<file path="src/rtl/sim_ctrl_pkg.sv">
// Shared simulation-control definitions: run-state encoding and the default
// pass/fail/timeout values used by the run monitor and the CPU benches.
package sim_ctrl_pkg;

  typedef enum logic [1:0] {
    HOLD = 2'd0,
    RUN  = 2'd1,
    DONE = 2'd2
  } run_state_t;

  localparam logic [31:0] DEFAULT_PASS_CODE = 32'h0000_600D;
  localparam logic [31:0] DEFAULT_FAIL_CODE = 32'h0000_0BAD;
  localparam int unsigned DEFAULT_TIMEOUT   = 10000;

endpackage

</file>
<file path="src/rtl/sat_counter.sv">
// Up-counter with synchronous clear and enable that sticks at all-ones
// instead of wrapping.
module sat_counter #(
  parameter int unsigned WIDTH = 8
) (
  input  logic             clk,
  input  logic             rstn,
  input  logic             clr,
  input  logic             en,
  output logic [WIDTH-1:0] count
);

  localparam logic [WIDTH-1:0] MAX_VAL = {WIDTH{1'b1}};

  logic [WIDTH-1:0] count_q;
  logic [WIDTH-1:0] count_d;

  always_comb begin
    count_d = count_q;
    if (clr) begin
      count_d = '0;
    end else if (en && (count_q != MAX_VAL)) begin
      count_d = count_q + WIDTH'(1);
    end
  end

  always_ff @(posedge clk or negedge rstn) begin
    if (!rstn) begin
      count_q <= '0;
    end else begin
      count_q <= count_d;
    end
  end

  assign count = count_q;

endmodule

</file>
<file path="src/rtl/cpu_run_monitor.sv">
// Run controller for the cpu core: holds the CPU in reset for RST_HOLD cycles,
// then counts run cycles until a pass code, fail code or cycle limit is seen.
module cpu_run_monitor
  import sim_ctrl_pkg::*;
#(
  parameter int unsigned     IO_W         = 32,
  parameter int unsigned     CNT_W        = 32,
  parameter int unsigned     RST_HOLD     = 2,
  parameter int unsigned     TIMEOUT      = DEFAULT_TIMEOUT,
  parameter logic [IO_W-1:0] PASS_CODE    = IO_W'(DEFAULT_PASS_CODE),
  parameter logic [IO_W-1:0] FAIL_CODE    = IO_W'(DEFAULT_FAIL_CODE),
  parameter bit              HALT_ON_DONE = 1'b1
) (
  input  logic             clk,
  input  logic             rstn,
  input  logic             restart,
  input  logic [IO_W-1:0]  io_out,
  output logic             cpu_rstn,
  output logic [CNT_W-1:0] cycle_count,
  output logic [IO_W-1:0]  result,
  output logic             done,
  output logic             pass,
  output logic             fail,
  output logic             timeout
);

  localparam int unsigned      HOLD_W     = $clog2(RST_HOLD + 1);
  localparam logic [HOLD_W-1:0] HOLD_LAST = HOLD_W'(RST_HOLD - 1);
  localparam logic [CNT_W-1:0] CNT_MAX    = {CNT_W{1'b1}};
  localparam logic [63:0]      LIMIT      = 64'(TIMEOUT);

  run_state_t        state_q, state_d;
  logic              cpu_rstn_q, cpu_rstn_d;
  logic [IO_W-1:0]   result_q, result_d;
  logic              done_q, done_d;
  logic              pass_q, pass_d;
  logic              fail_q, fail_d;
  logic              timeout_q, timeout_d;

  logic [HOLD_W-1:0] hold_cnt;
  logic [CNT_W-1:0]  cycle_cnt;
  logic [CNT_W-1:0]  cycle_inc;
  logic              hold_last;
  logic              pass_hit;
  logic              fail_hit;
  logic              timeout_hit;

  assign hold_last = (state_q == HOLD) && (hold_cnt == HOLD_LAST);

  sat_counter #(.WIDTH(HOLD_W)) u_hold_cnt (
    .clk   (clk),
    .rstn  (rstn),
    .clr   (restart || hold_last),
    .en    (state_q == HOLD),
    .count (hold_cnt)
  );

  sat_counter #(.WIDTH(CNT_W)) u_cycle_cnt (
    .clk   (clk),
    .rstn  (rstn),
    .clr   (restart),
    .en    (state_q == RUN),
    .count (cycle_cnt)
  );

  // The limit is compared against the count this edge will produce, so the
  // exit edge itself is included in the reported count.
  assign cycle_inc   = (cycle_cnt == CNT_MAX) ? cycle_cnt : cycle_cnt + CNT_W'(1);
  assign pass_hit    = (io_out == PASS_CODE);
  assign fail_hit    = (io_out == FAIL_CODE);
  assign timeout_hit = (TIMEOUT != 0) && (64'(cycle_inc) == LIMIT);

  always_comb begin
    state_d    = state_q;
    cpu_rstn_d = cpu_rstn_q;
    result_d   = result_q;
    done_d     = done_q;
    pass_d     = pass_q;
    fail_d     = fail_q;
    timeout_d  = timeout_q;
    if (restart) begin
      state_d    = HOLD;
      cpu_rstn_d = 1'b0;
      result_d   = '0;
      done_d     = 1'b0;
      pass_d     = 1'b0;
      fail_d     = 1'b0;
      timeout_d  = 1'b0;
    end else begin
      case (state_q)
        HOLD: begin
          if (hold_last) begin
            state_d    = RUN;
            cpu_rstn_d = 1'b1;
          end
        end
        RUN: begin
          if (pass_hit || fail_hit || timeout_hit) begin
            state_d    = DONE;
            cpu_rstn_d = !HALT_ON_DONE;
            result_d   = io_out;
            done_d     = 1'b1;
            pass_d     = pass_hit;
            fail_d     = !pass_hit && fail_hit;
            timeout_d  = !pass_hit && !fail_hit;
          end
        end
        DONE: begin
        end
        default: begin
          state_d    = HOLD;
          cpu_rstn_d = 1'b0;
        end
      endcase
    end
  end

  always_ff @(posedge clk or negedge rstn) begin
    if (!rstn) begin
      state_q    <= HOLD;
      cpu_rstn_q <= 1'b0;
      result_q   <= '0;
      done_q     <= 1'b0;
      pass_q     <= 1'b0;
      fail_q     <= 1'b0;
      timeout_q  <= 1'b0;
    end else begin
      state_q    <= state_d;
      cpu_rstn_q <= cpu_rstn_d;
      result_q   <= result_d;
      done_q     <= done_d;
      pass_q     <= pass_d;
      fail_q     <= fail_d;
      timeout_q  <= timeout_d;
    end
  end

  assign cpu_rstn    = cpu_rstn_q;
  assign cycle_count = cycle_cnt;
  assign result      = result_q;
  assign done        = done_q;
  assign pass        = pass_q;
  assign fail        = fail_q;
  assign timeout     = timeout_q;

endmodule

</file>
<file path="config.mk">
export PLATFORM = sky130hd
export DESIGN_NAME = cpu_run_monitor
export DESIGN_NICKNAME = d
export VERILOG_FILES = /design/src/rtl/sim_ctrl_pkg.sv /design/src/rtl/sat_counter.sv /design/src/rtl/cpu_run_monitor.sv
export SDC_FILE = /design/constraint.sdc
export NUM_CORES = 1
export LEC_CHECK = 0
export CELL_PAD_IN_SITES_DETAIL_PLACEMENT = 0
export CELL_PAD_IN_SITES_GLOBAL_PLACEMENT = 1
export CORE_MARGIN = 1.5
export CORE_UTILIZATION = 37
export CTS_BUF_LIST = sky130_fd_sc_hd__clkbuf_4 sky130_fd_sc_hd__clkbuf_8
export CTS_CLUSTER_DIAMETER = 50
export DETAILED_ROUTE_END_ITERATION = 6
export MAX_ROUTING_LAYER = met4
export PLACE_DENSITY_LB_ADDON = 0.1
export SYNTH_ARGS = -nofsm -noshare
export SYNTH_HDL_FRONTEND = slang
export SYNTH_SLANG_ARGS = --single-unit
export TNS_END_PERCENT = 100
</file>
<file path="constraint.sdc">
create_clock -name clk -period 8.7 [get_ports clk]
set_clock_uncertainty 0.1 [all_clocks]
set_input_delay 0.87 -clock clk [delete_from_list [all_inputs] [get_ports clk]]
set_output_delay 0.87 -clock clk [all_outputs]
set_load 0.01 [all_outputs]
</file>
Word level (Yosys, flattened, before mapping). Cells that the tools add are included.

Word-level logic and storage cells: 68. Bits of input ports: 35. Output and inout port bits: 69. Register bits: 73.

Equal/unequal tests: 12. Reduce and logical (&&, ||, !) cells: 17. Add/sub/neg operators: 2. Mux-type cells: 28.

Operators by type and width (count): two-way mux 32 bit (6); adder 32 x 1 -> 32 bit (second input constant) (1); == test 32 x 12 -> 1 bit (second input constant) (1); == test 32 x 14 -> 1 bit (second input constant) (1); == test 32 x 15 -> 1 bit (second input constant) (1); == test 32 bit (second input constant) (1); inequality test 32 bit (second input constant) (1); two-way mux 1 bit (15); two-way mux 2 bit (5); nonzero test 2 bit (4); inequality test 3 bit (second input constant) (2); one-hot mux 2 bit (3 select lines) (1); logical AND 1 bit (5); == test 2 x 1 -> 1 bit (second input constant) (2); inequality test 2 bit (second input constant) (2); logical OR 1 bit (3); one-hot mux 1 bit (3 select lines) (1); AND reduction 3 bit (1); adder 2 x 1 -> 2 bit (second input constant) (1); == test 2 bit (second input constant) (1); logical NOT 1 bit (2); logical NOT 2 bit (1); AND reduction 2 bit (1).

Depth between registers and ports, before layout.
Depth after elaboration: 7. Gate-level depth with buffers: 13. Mapped depth without buffers: 9.

By module. Synthesis repeated with hierarchy kept, for this count alone.

Cell total of the unflattened synthesis: 552. Area total of the unflattened synthesis: 4916.0 um^2.

By module, submodules not included: cpu_run_monitor (seq. area each 975.9 um^2, area each 2937.8 um^2, cells an instance 344, times used 1); sat_counter at u_cycle_cnt (seq. area each 800.8 um^2, area each 1854.3 um^2, cells an instance 198, times used 1); sat_counter at u_hold_cnt (seq. area each 50.0 um^2, area each 123.9 um^2, cells an instance 10, times used 1).

Least setup slack after synthesis. OpenSTA, ideal clock, no wires.

Path type: register to register. Start: register u_cycle_cnt.count_q[4] (netlist: u_cycle_cnt.count[4]). End: register result_q[10] (netlist: result[10]). Data required time: 8479 ps. Buffers on the path: 3. Stages on the path, launching flop included: 12. Period minus slack after synthesis: 3199 ps. Slack: 5501 ps. Library setup time: 121 ps. Arrival: 2978 ps. Cell sequence: dfrtp_1 -> buf_4 -> nand3_1 -> or4_1 -> buf_2 -> or4_1 -> a22oi_1 -> o2111ai_1 -> nor4b_4 -> o21ai_2 -> buf_6 -> a22o_1.

Longest elaborated chain between the ends: 6. Elaborated cells between the ends (all ways): 7. Those cells by class: add/sub: 1; eq/ne: 2; mux: 1; reduce/logical: 3.

Ends and longest elaborated chain: start: declaration (RTL line sat_counter.sv:15) `logic [WIDTH-1:0] count_q;`; start signal: assignment (RTL line sat_counter.sv:31) `count_q <= count_d;`; adder 32 x 1 -> 32 bit / == test 32 bit (equally long branches) (RTL line cpu_run_monitor.sv:68) `assign cycle_inc = (cycle_cnt == CNT_MAX) ? cycle_cnt : cycle_cnt + CNT_W'(1);`; two-way mux 32 bit (*) (RTL line cpu_run_monitor.sv:68); == test 32 x 14 -> 1 bit (*) (RTL line cpu_run_monitor.sv:71) `assign timeout_hit = (TIMEOUT != 0) && (64'(cycle_inc) == LIMIT);`; logical OR 1 bit (*) (RTL line cpu_run_monitor.sv:98) `if (pass_hit || fail_hit || timeout_hit) begin`; nonzero test 2 bit (no source line) (*); AND reduction 2 bit (no source line) (*); end signal: assignment (RTL line cpu_run_monitor.sv:130) `result_q <= result_d;`; end: declaration (RTL line cpu_run_monitor.sv:34) `logic [IO_W-1:0] result_q, result_d;`.

Mark *: on every way between the ends. The rest lies on a longest branch, timed or not. A chain may end at the register's enable or synchronous reset.

Final worst setup path.
Start: register u_cycle_cnt.count_q[2] (netlist: u_cycle_cnt.count[2]). End: register result_q[3] (netlist: result[3]).

Same word-level chain as after synthesis.

==> impl_metrics.tcl <==
set metrics [dict create \
    startpoint_type "flop" \
    num_antenna_cells 0 \
    period_needed_ps 4230 \
    cts_made_buffers 9 \
    maxSlewViolCount 0 \
    grt_pass1_vias 3264 \
    syn-mean-instance-area_sq_um 9.76 \
    power_uw 920 \
    dpl.hpwl_mm 7.06 \
    yosys-top-cells-count "72 x dfrtp_1, 54 x nor2_1, 32 x a22o_1" \
    final_cell_area_sq_um 5080 \
    crit_chain "nand4_1 > or4_1 > or4_1 > a22oi_1 > o2111ai_1 > nor4b_4 > o21a_1 > a22o_1" \
    run_status "finished, final reports clean" \
    pin_count 104 \
    post-route-drc-count 0 \
    synth_nets 431 \
    crit_top_cell "or4_1" \
    ys.flop_type "dfrtp_1" \
    drv_cap 0 \
    fin_ws_ps 4470 \
    fp.coreArea_sq_um 9910 \
    die_area_sq_um 11000 \
    reg2reg_slack_ps 4470 \
    root_buffer "clkbuf_8" \
    finalCritPeriodShare 0.486 \
    ctsHoldBuffers 0 \
    r2r_cells 8 \
    netlist_area_sq_um 3840 \
    overflow 0 \
    synth_top_area_share 0.470 \
    setup_viol 0 \
    maxSlewHeadroom 0.215 \
    syn_to_final_growth_pct 32.6 \
    hold_class "reg -> reg" \
    antenna_found_initial 0 \
    async_reset_ff_frac 1.00 \
    grt_max_degree 73 \
    cp-end-kind "flop" \
    via_count 3364 \
    htree_num_levels 3 \
    wl_mm 10.3 \
    path_max_fanout 34 \
    hold_end "done$_DFFE_PN0P_" \
    place_ws_ps 4370 \
    dp.cells 609 \
    initial_core_util 0.387 \
    hold_violations 0 \
    post-cts-setup-buffer-count 0 \
    power_density_nw_per_um2 181 \
    n_fill_cell 926 \
    stdcell_count 625 \
    drtIter0Drc 203 \
    grt_pass1_wl_mm 16.9 \
    yosysSeqAreaShare 0.470 \
    ant_nets 0 \
    yosysWarnings 0 \
    die_y_um 105 \
    hold_start "done$_DFFE_PN0P_" \
    synth_edf_count 0 \
    yosys.area.top_type "dfrtp_1" \
    hold_slack_ps 389 \
    synth.area.top_cells "dfrtp_1 47%, a22o_1 7.3%, nor2_1 5.3%" \
    clkSinkCount 72 \
    cp.required_ps 8870 \
    worstSetupPathType "reg -> reg" \
    place.port_buffers 103 \
    drive_gt1_frac 0.0630 \
    synthCells 393 \
    cts_buffer_depth 2 \
    cts_tree "yes" \
    multi_input_area_sq_um 1860 \
    cts.repair.resized 0 \
    yosysMostFrequentCell "dfrtp_1" \
    placed_area_sq_um 4910 \
    die_w_um 105 \
    grt_usage 0.196 \
    arrival_ps 4400 \
    r2r_start "u_cycle_cnt.count[2]$_DFFE_PN0P_" \
    cpPeakStageDelay_ps 950 \
    fin_setup_tns_ps 0 \
    yosys_register_bits 72 \
    fin_nets 525 \
    wl_per_cell_um 16.4 \
    rsz0062_at_grt "no" \
    worst_pin_slew_ps 1180 \
    cp_slowest_cell "o21a_1" \
    yosys.cell_types.count 54 \
    r2r_end "result[3]$_DFFE_PN0P_" \
    gp_congestion 0.868 \
    clock_latency_ps 340 \
    final_core_util 0.513 \
    dr.pass1.iters 4 \
    clkTransAtPathRegs_ps 80 \
    holdPathStages 1 \
    register_area_sq_um 1800 \
    power_leakage_nw 2.02 \
    fmax_mhz 236 \
    viasPerCell 5.38 \
    max-vdd-ir-drop_v 0.0000843 \
    fp-row-count 36 \
]
## per-layer routing
layer  share of wire  vias up  GRT usage
met5               0        -          -
met4          0.0091        0     0.0538
met3           0.046        7     0.0337
met2            0.46       93      0.292
met1            0.48     1639      0.275
li1                -     1625          -
## placed cells by master (no fill, tap or decap), types with 2 or more instances in the layout
cell             count
clkdlybuf4s50_1    102
dfrtp_1             72
nor2_1              54
a22o_1              32
nand2_1             25
nand3_1             19
xnor2_1             18
nand4_1             14
a21oi_1             13
xor2_1              13
nor3_1              11
clkbuf_8            10
nor4_1               9
inv_1                7
and4_1               6
nand2b_1             6
or3_1                6
and3_1               5
or2_2                5
or4_1                4
o21ai_0              4
mux2i_1              4
buf_4                4
nor2b_1              3
a211oi_1             3
ha_1                 3
clkinv_2             3
o31ai_1              2
nand4b_1             2
nor4b_1              2
o22ai_1              2
o2bb2ai_1            2
nor3b_1              2
a311oi_1             2
clkinv_4             2
## registers in the layout, indices dropped and copies added, names as in the netlist
name,cells
fail,1
pass,1
u_cycle_cnt.count,32
u_hold_cnt.count,2
state_q,2
result,32
done,1
timeout,1
## critical path: cells and delay by family (launching register included)
| family | cells | cell delay [ps] |
|---|---|---|
| compound gates | 4 | 1660 |
| simple gates | 4 | 1870 |
| flops | 1 | 510 |
## worst max-delay path by stage
stage / slack [ps] / to / startpoint / cells after the start
floorplan: 5500 / result[10]$_DFFE_PN0P_ / u_cycle_cnt.count[4]$_DFFE_PN0P_ / 11
global placement: 4430 / state_q[1]$_DFFE_PN0P_ / io_out[25] / 9
detailed placement: 4370 / result[11]$_DFFE_PN0P_ / io_out[25] / 9
CTS: 4440 / result[3]$_DFFE_PN0P_ / u_cycle_cnt.count[2]$_DFFE_PN0P_ / 8
global route: 4180 / result[15]$_DFFE_PN0P_ / u_cycle_cnt.count[2]$_DFFE_PN0P_ / 8
finish: 4470 / result[3]$_DFFE_PN0P_ / u_cycle_cnt.count[2]$_DFFE_PN0P_ / 8
## cells by family (layout without fill, tap and decap cells)
family,count (synthesis),count (layout),share of synthesized area
AO/OA/AOI/OAI,72,72,0.144
XOR/XNOR,31,31,0.0708
multiplexers,5,5,0.0134
adder cells (fa/ha/maj),3,3,0.00979
buffers and inverters,31,130,0.0463
AND/OR/NAND/NOR,179,179,0.247
flip-flops,72,72,0.470
## where the power goes
part / internal (mW) / switching [mW] / total, mW / leakage [nW]
logic: 0.140 / 0.121 / 0.261 / 0.926
clock network: 0.114 / 0.130 / 0.245 / 0.0965
registers: 0.380 / 0.0349 / 0.415 / 0.995
## cell type report
class	instances	area share
Clock inverter	5	0.00640
Tap cell	133	0.0327
Multi-Input combinational cell	290	0.365
Timing Repair Buffer	107	0.208
Sequential cell	72	0.354
Inverter	7	0.00517
Clock buffer	11	0.0285
No activity file was read; power rests on OpenSTA's default activity.
